## config.mk

```make
export PLATFORM = sky130hd
export DESIGN_NAME = fetch_stage
export DESIGN_NICKNAME = d
export VERILOG_FILES = /design/src/rtl/fetch_stage.sv
export SDC_FILE = /design/constraint.sdc
export NUM_CORES = 1
export LEC_CHECK = 0
export CAP_MARGIN = 20
export CORE_UTILIZATION = 44
export CTS_CLUSTER_SIZE = 20
export DETAILED_ROUTE_END_ITERATION = 12
export MAX_ROUTING_LAYER = met4
export PLACE_DENSITY = 0.77
export SLEW_MARGIN = 10
export SYNTH_ARGS = -nofsm -noshare
export SYNTH_HDL_FRONTEND = slang
export SYNTH_SLANG_ARGS = --single-unit
```

## constraint.sdc

```tcl
create_clock -name clk -period 3.1 [get_ports clk]
set_input_delay 0.465 -clock clk [delete_from_list [all_inputs] [get_ports clk]]
set_output_delay 0.465 -clock clk [all_outputs]
set_load 0.01 [all_outputs]
```

## src/rtl/fetch_stage.sv

```systemverilog
// rtl/fetch_stage.sv - instruction-fetch stage: PC owner and IF/ID pipeline register
//
// Purpose
//   Sits directly upstream of instruction_memory.
//   - Holds the program counter and presents it as the word address to memory.
//   - Captures the same-cycle returned word into the IF/ID register for decode.
//   - Handles stall, flush and taken-branch redirect.
//   Optional performance counters are compiled in when the macro FETCH_PERF_EN
//   is defined.
//
// Parameters
//   RESET_PC       PC value loaded on reset (word address)
//   PC_STEP        PC increment per fetch (memory is word-addressed)
//   NOP_INSTR      bubble word placed in if_instr on reset, flush or redirect
//
// Ports
//   clk             in   1   clock, rising edge
//   rst_n           in   1   asynchronous active-low reset
//   stall           in   1   hazard stall from decode; PC and IF/ID freeze
//   flush           in   1   discard current fetch, insert bubble, PC holds
//   branch_taken    in   1   redirect from execute
//   branch_target   in   32  redirect word address, used only with branch_taken
//   imem_addr       out  32  word address to instruction_memory (= pc)
//   imem_instr      in   32  instruction word returned combinationally
//   if_valid        out  1   IF/ID holds a real instruction
//   if_instr        out  32  IF/ID instruction
//   if_pc           out  32  IF/ID fetch address
//   if_pc_next      out  32  IF/ID fetch address + PC_STEP
//   perf_fetch_cnt  out  32  (FETCH_PERF_EN) count of edges that fetched
//   perf_bubble_cnt out  32  (FETCH_PERF_EN) count of stall/flush/redirect edges

module fetch_stage #(
  parameter logic [31:0] RESET_PC  = 32'd0,
  parameter logic [31:0] PC_STEP   = 32'd1,
  parameter logic [31:0] NOP_INSTR = 32'd0
) (
  input  logic        clk,
  input  logic        rst_n,
  input  logic        stall,
  input  logic        flush,
  input  logic        branch_taken,
  input  logic [31:0] branch_target,
  output logic [31:0] imem_addr,
  input  logic [31:0] imem_instr,
  output logic        if_valid,
  output logic [31:0] if_instr,
  output logic [31:0] if_pc,
  output logic [31:0] if_pc_next
`ifdef FETCH_PERF_EN
  ,
  output logic [31:0] perf_fetch_cnt,
  output logic [31:0] perf_bubble_cnt
`endif
);

  // Per-edge action, resolved in priority order: redirect > flush > stall > fetch.
  typedef enum logic [1:0] {
    ACT_FETCH    = 2'd0,
    ACT_STALL    = 2'd1,
    ACT_FLUSH    = 2'd2,
    ACT_REDIRECT = 2'd3
  } fetch_act_e;

  fetch_act_e  act;

  logic [31:0] pc;
  logic [31:0] pc_plus;

  logic [31:0] pc_d;
  logic        valid_d;
  logic [31:0] instr_d;
  logic [31:0] ifpc_d;
  logic [31:0] ifpc_next_d;

  // Memory sees the PC register directly; this is the only comb path to an output.
  assign imem_addr = pc;

  // Natural 32-bit wrap: 32'hFFFFFFFF + 1 -> 0.
  assign pc_plus = pc + PC_STEP;

  always_comb begin
    act = ACT_FETCH;
    if (branch_taken) begin
      act = ACT_REDIRECT;
    end else if (flush) begin
      act = ACT_FLUSH;
    end else if (stall) begin
      act = ACT_STALL;
    end
  end

  always_comb begin
    pc_d        = pc;
    valid_d     = if_valid;
    instr_d     = if_instr;
    ifpc_d      = if_pc;
    ifpc_next_d = if_pc_next;
    unique case (act)
      ACT_REDIRECT: begin
        // if_pc/if_pc_next deliberately keep their old values under a bubble.
        pc_d    = branch_target;
        valid_d = 1'b0;
        instr_d = NOP_INSTR;
      end
      ACT_FLUSH: begin
        // PC holds so the discarded address is fetched again next cycle.
        valid_d = 1'b0;
        instr_d = NOP_INSTR;
      end
      ACT_STALL: begin
      end
      ACT_FETCH: begin
        pc_d        = pc_plus;
        valid_d     = 1'b1;
        instr_d     = imem_instr;
        ifpc_d      = pc;
        ifpc_next_d = pc_plus;
      end
      default: begin
      end
    endcase
  end

  always_ff @(posedge clk or negedge rst_n) begin
    if (!rst_n) begin
      pc         <= RESET_PC;
      if_valid   <= 1'b0;
      if_instr   <= NOP_INSTR;
      if_pc      <= 32'd0;
      if_pc_next <= 32'd0;
    end else begin
      pc         <= pc_d;
      if_valid   <= valid_d;
      if_instr   <= instr_d;
      if_pc      <= ifpc_d;
      if_pc_next <= ifpc_next_d;
    end
  end

`ifdef FETCH_PERF_EN
  always_ff @(posedge clk or negedge rst_n) begin
    if (!rst_n) begin
      perf_fetch_cnt  <= 32'd0;
      perf_bubble_cnt <= 32'd0;
    end else if (act == ACT_FETCH) begin
      perf_fetch_cnt  <= perf_fetch_cnt + 32'd1;
    end else begin
      perf_bubble_cnt <= perf_bubble_cnt + 32'd1;
    end
  end
`endif

endmodule

```

After elaboration in Yosys (flattened, before gate mapping)
Index checks and enable logic that the tools add are counted.
{ "op_classes": {"addsub": 1, "n_eq_ne": 2, "mux": 6, "reduce_logical": 4} }
{ "op_table": {"columns": ["op", "count"], "rows": [
  ["$pmux W32 S2", 2],
  ["$add A32 B1 Y32 const B", 1],
  ["$eq A2 B2 Y1 const B", 2],
  ["$mux W2", 2],
  ["$reduce_bool A2 Y1", 2],
  ["$logic_not A2 Y1", 1],
  ["$pmux W1 S2", 1],
  ["$reduce_or A2 Y1", 1],
  ["$mux W1", 1]
]} }
{ "totals": {"regBits": 129, "in_bits": 69, "out_inout_bits": 129, "elab_cells": 18} }

Longest topological paths before layout
{ "logic_depth": {"word_depth": 6, "ltp_mapped": 10, "mapped_depth_nobuf": 8} }

Worst setup path after synthesis
OpenSTA, ideal clock, no wires.
{ "synth_timing": {"path_type": "input to register", "start": "input flush", "end": "register pc[24], in the netlist imem_addr[24]", "setup_time_ns": 0.101, "t_arrival_ns": 2.025, "t_required_ns": 2.999, "setup_slack_ns": 0.974, "path_stages": 9, "path_buffers": 2, "cell_sequence": "inv_1 > a21o_1 > ha_1 > buf_2 > clkinv_1 > nor2_1 > clkbuf_1 > a22oi_1 > o311ai_2"} }
{ "synth_via": {"elab_chain_cells": 4, "elab_cells_between_ends": 6, "classes_between": "eq/ne (1); mux (3); reduce/logical (2)"} }
{ "synth_rtl": {"columns": ["element", "line_no", "rtl"], "rows": [
  ["start, declared", "40", "input logic flush,"],
  ["$mux W2 (*)", "85", "end else if (flush) begin"],
  ["$mux W2 (*)", "83", "if (branch_taken) begin"],
  ["$eq A2 B2 Y1 or $logic_not A2 Y1 (tied branches)", "98", "unique case (act)"],
  ["$pmux W32 S2 or $reduce_bool A2 Y1 (tied branches)", null, null],
  ["end signal, assigned", "132", "pc <= pc_d;"],
  ["end, declared", "66", "logic [31:0] pc;"]
]} }
Mark *: on every way between the ends. The rest lies on a longest branch, timed or not.
A chain may end at the register's enable or synchronous reset.

Worst setup path in the final report
{ "layout_timing": {"start": "register pc[0], in the netlist imem_addr[0]", "end": "register pc[24], in the netlist imem_addr[24]"} }
{ "layout_via": {"elab_chain_cells": 2} }
{ "layout_rtl": {"columns": ["element", "line_no", "rtl"], "rows": [
  ["$add A32 B1 Y32", "79", "assign pc_plus = pc + PC_STEP;"],
  ["$pmux W32 S2", "98", null]
]} }
Every way passes these cells.

==> results.md <==
* Num CTS Buffers at 17
* Cell Pwr Density at 637 nW/um2
* ANT nets after route at 0
* Period utilization at 77.7%
* Vias at 5,779
* Worst endpoint required time at 3.42 ns
* Critical path fanouts, max at 9
* Ys Warns at 0
* IO Pins at 198
* Number of synthesized flops with an enable pin at 0
* Rel. slew slack at 56.4%
* Die width at 120 um
* Worst Path Buf+Inv at 0
* Worst vdd rail ir drop at 0.412 mV
* Worst path slowest cell: nor4_4
* Min cycle time layout at 2.41 ns
* HPWL after detailed placement at 12.8 mm
* Fmax at 415 MHz
* Clock sink total at 129
* Gates resized, CTS repair at 0
* Vias in the first global route at 5,559
* Syn_area_per_cell at 9.46 um2
* Synth Cell Area at 6170 um2
* Clk buf depth at 2
* WL/cell at 17.5 um
* Worst setup EP type: flip-flop
* Post-route insts no fill at 1,020
* Cts hold-fix bufs at 0
* Post-synth top flop: dfrtp_1
* First-iteration detailed-routing DRC count at 427
* Number of synthesized register bits at 129
* Max cap viols at 0
* Seq/Total Area, Yosys at 52.3%
* Synth top area cells: dfrtp_1, nand2_1, o21ai_0
* Reg clk slew, reported paths at 0.05 ns
* Clock Latency Late Sink at 0.42 ns
* Avg Vias per Cell at 5.67
* CTS tree: yes
* Root Driver: clkbuf_16
* GPL Wtd Cong at 0.876
* Initial Util at 45.9%
* Largest net degree at the start of global routing at 70
* Number of max-slew violations in the final report at 0
* Nets at 904
* Hold Violations, Final at 0
* Share of the synthesized area in the top cell type at 52.3%
* Asr flop ratio synth at 100%
* Post-CTS setup buffers at 0
* CP delay by family, top: simple AND/OR/NAND/NOR gates
* Syn_nets at 725
* Port buffer count at 197
* Crit path DAT at 2.73 ns
* Diodes inserted at 0
* Row count at 42
* CP Class: flip-flop to flip-flop
* Clk_skew at 0.0116 ns
* Largest area contributor in the netlist: dfrtp_1
* Initial antenna violation count at 0
* Run status: completed
* Layout cells sized above 1 at 9.00%
* Synth unique cells at 55
* Crit path cell chain: ha_1, nand3_1, nor4_4, nand2_2, o311ai_2
* CP peak stage delay at 0.67 ns
* Total GRT Usage at 26.0%
* First-pass GRT wire length at 28.4 mm
* Worst Max-Slew Pin Slew at 0.654 ns
* Worst setup SP type: flip-flop
* Fin Setup TNS at 0 ns
* Drt first pass iters at 5
* Routed WL at 17.8 mm
* GRT Residual Overflow at 0
* Die area at 14,500 um2
* Syn-to-layout area delta at 42.3%
* # placed instances at 989
* Residual DRC at 0
* H-tree depth at 4
* RSZ-0062 raised after global routing: false
* Endpoints failing setup at 0
* Hold Slack at 0.0583 ns
* Post-Route Utilization at 65.3%
* Hold Path Class: input port to async pin
* Leak at 3.58 nW
* Fillers at 1,088
* Core footprint at 13,500 um2
* Die height at 120 um
* Synthesized instance count at 653
placed cells by master (no fill, tap or decap), types with 5 or more instances in the layout:
master,instances
a21o_1,7
a21oi_1,32
a22oi_1,12
a2bb2oi_1,7
a31oi_1,9
and3_1,6
and4_1,10
buf_4,18
clkbuf_1,5
clkbuf_16,17
clkdlybuf4s50_1,196
clkinv_2,5
dfrtp_1,129
inv_1,24
mux2_2,15
nand2_1,99
nand2b_1,5
nand3_1,32
nand4_1,13
nor2_1,40
nor3_1,5
nor4_1,6
o21ai_0,63
o22ai_1,10
or4_1,6
xnor2_1,7
xor2_1,7
per-stage QoR:
step | worst slack [ns] | instance area (um2) | total power [mW]
after floorplan | 0.974 | 6170 | 2.93
after global placement | 0.546 | 8270 | 3.83
after detailed placement | 0.481 | 8270 | 3.87
after CTS | 0.717 | 8790 | 5.65
after global routing | 0.535 | 8790 | 5.87
final | 0.691 | 8790 | 5.60
power by group:
group	total, mW	internal, mW	switching (mW)
registers	2.31	2.00	0.316
clock network	1.75	1.07	0.675
logic	1.54	0.862	0.678
total	5.60	3.93	1.67
logic make-up (layout without fill, tap and decap cells):
| group | Yosys count | in the layout | synth area share (%) |
|---|---|---|---|
| buffers and inverters | 81 | 272 | 5.61 |
| AOI/OAI and AO/OA | 167 | 167 | 16.8 |
| and+or+nand+nor | 243 | 243 | 19.8 |
| DFF | 129 | 129 | 52.3 |
| muxes | 16 | 16 | 2.90 |
| adders and majority gates | 3 | 3 | 0.608 |
| xor gates and xnor gates | 14 | 14 | 1.99 |
routing by layer:
layer	GRT usage, %	wire (um)	up-vias
met5	-	0	-
met4	11.0	376	0
met3	6.23	1550	34
met2	40.2	8350	295
met1	32.9	7550	2757
li1	-	-	2693
registers in the layout (all words and copies together), names as in the netlist:
| name | count |
|---|---|
| if_pc | 32 |
| imem_addr | 32 |
| if_instr | 32 |
| if_valid | 1 |
| if_pc_next | 32 |
path summary, 6_finish.rpt:
kind                               from             to  slack (ns)  depth (start not counted)
min in group clk               if_valid       if_valid        0.48                          2
max in group asynchronous         rst_n    if_instr[3]        2.25                          2
max reg2reg                imem_addr[0]  imem_addr[24]        0.69                          5
min reg2reg                    if_valid       if_valid        0.48                          2
max                        imem_addr[0]  imem_addr[24]        0.69                          5
min                               rst_n    if_instr[7]        0.06                          1
layout make-up:
class                   count  area [um2]  area share (%)
clock buffers              25         485            5.52
flip-flops and latches    129        3230            36.7
well taps                 176         220            2.51
multi-input cells         443        2620            29.8
inverters                  26        97.6            1.11
clock inverters             6        32.5           0.370
repair buffers            215        2110            24.0
synthesized netlist by cell type (2+ instances only):
master,n
nand2_2,2
and3_1,6
dfrtp_1,129
nand4_2,2
xor2_1,7
clkinv_1,2
nand2_1,99
nor4_1,6
and2_1,4
o221ai_1,4
o211ai_1,4
buf_4,5
o311ai_1,3
a311oi_1,2
a2bb2oi_1,7
xnor2_1,7
a21oi_1,32
and4_1,10
a21o_1,7
buf_1,5
clkbuf_1,31
or3_1,4
o31ai_1,2
nor3_1,5
nand2b_1,5
o21ai_0,63
nand4b_1,3
a22oi_1,12
o22ai_1,10
a31oi_1,9
or4_1,6
a31o_2,4
nand4_1,13
ha_1,3
nand3_1,32
mux2_2,15
nor2_1,40
inv_1,24
buf_2,13
(Power assumes the default switching activity.)
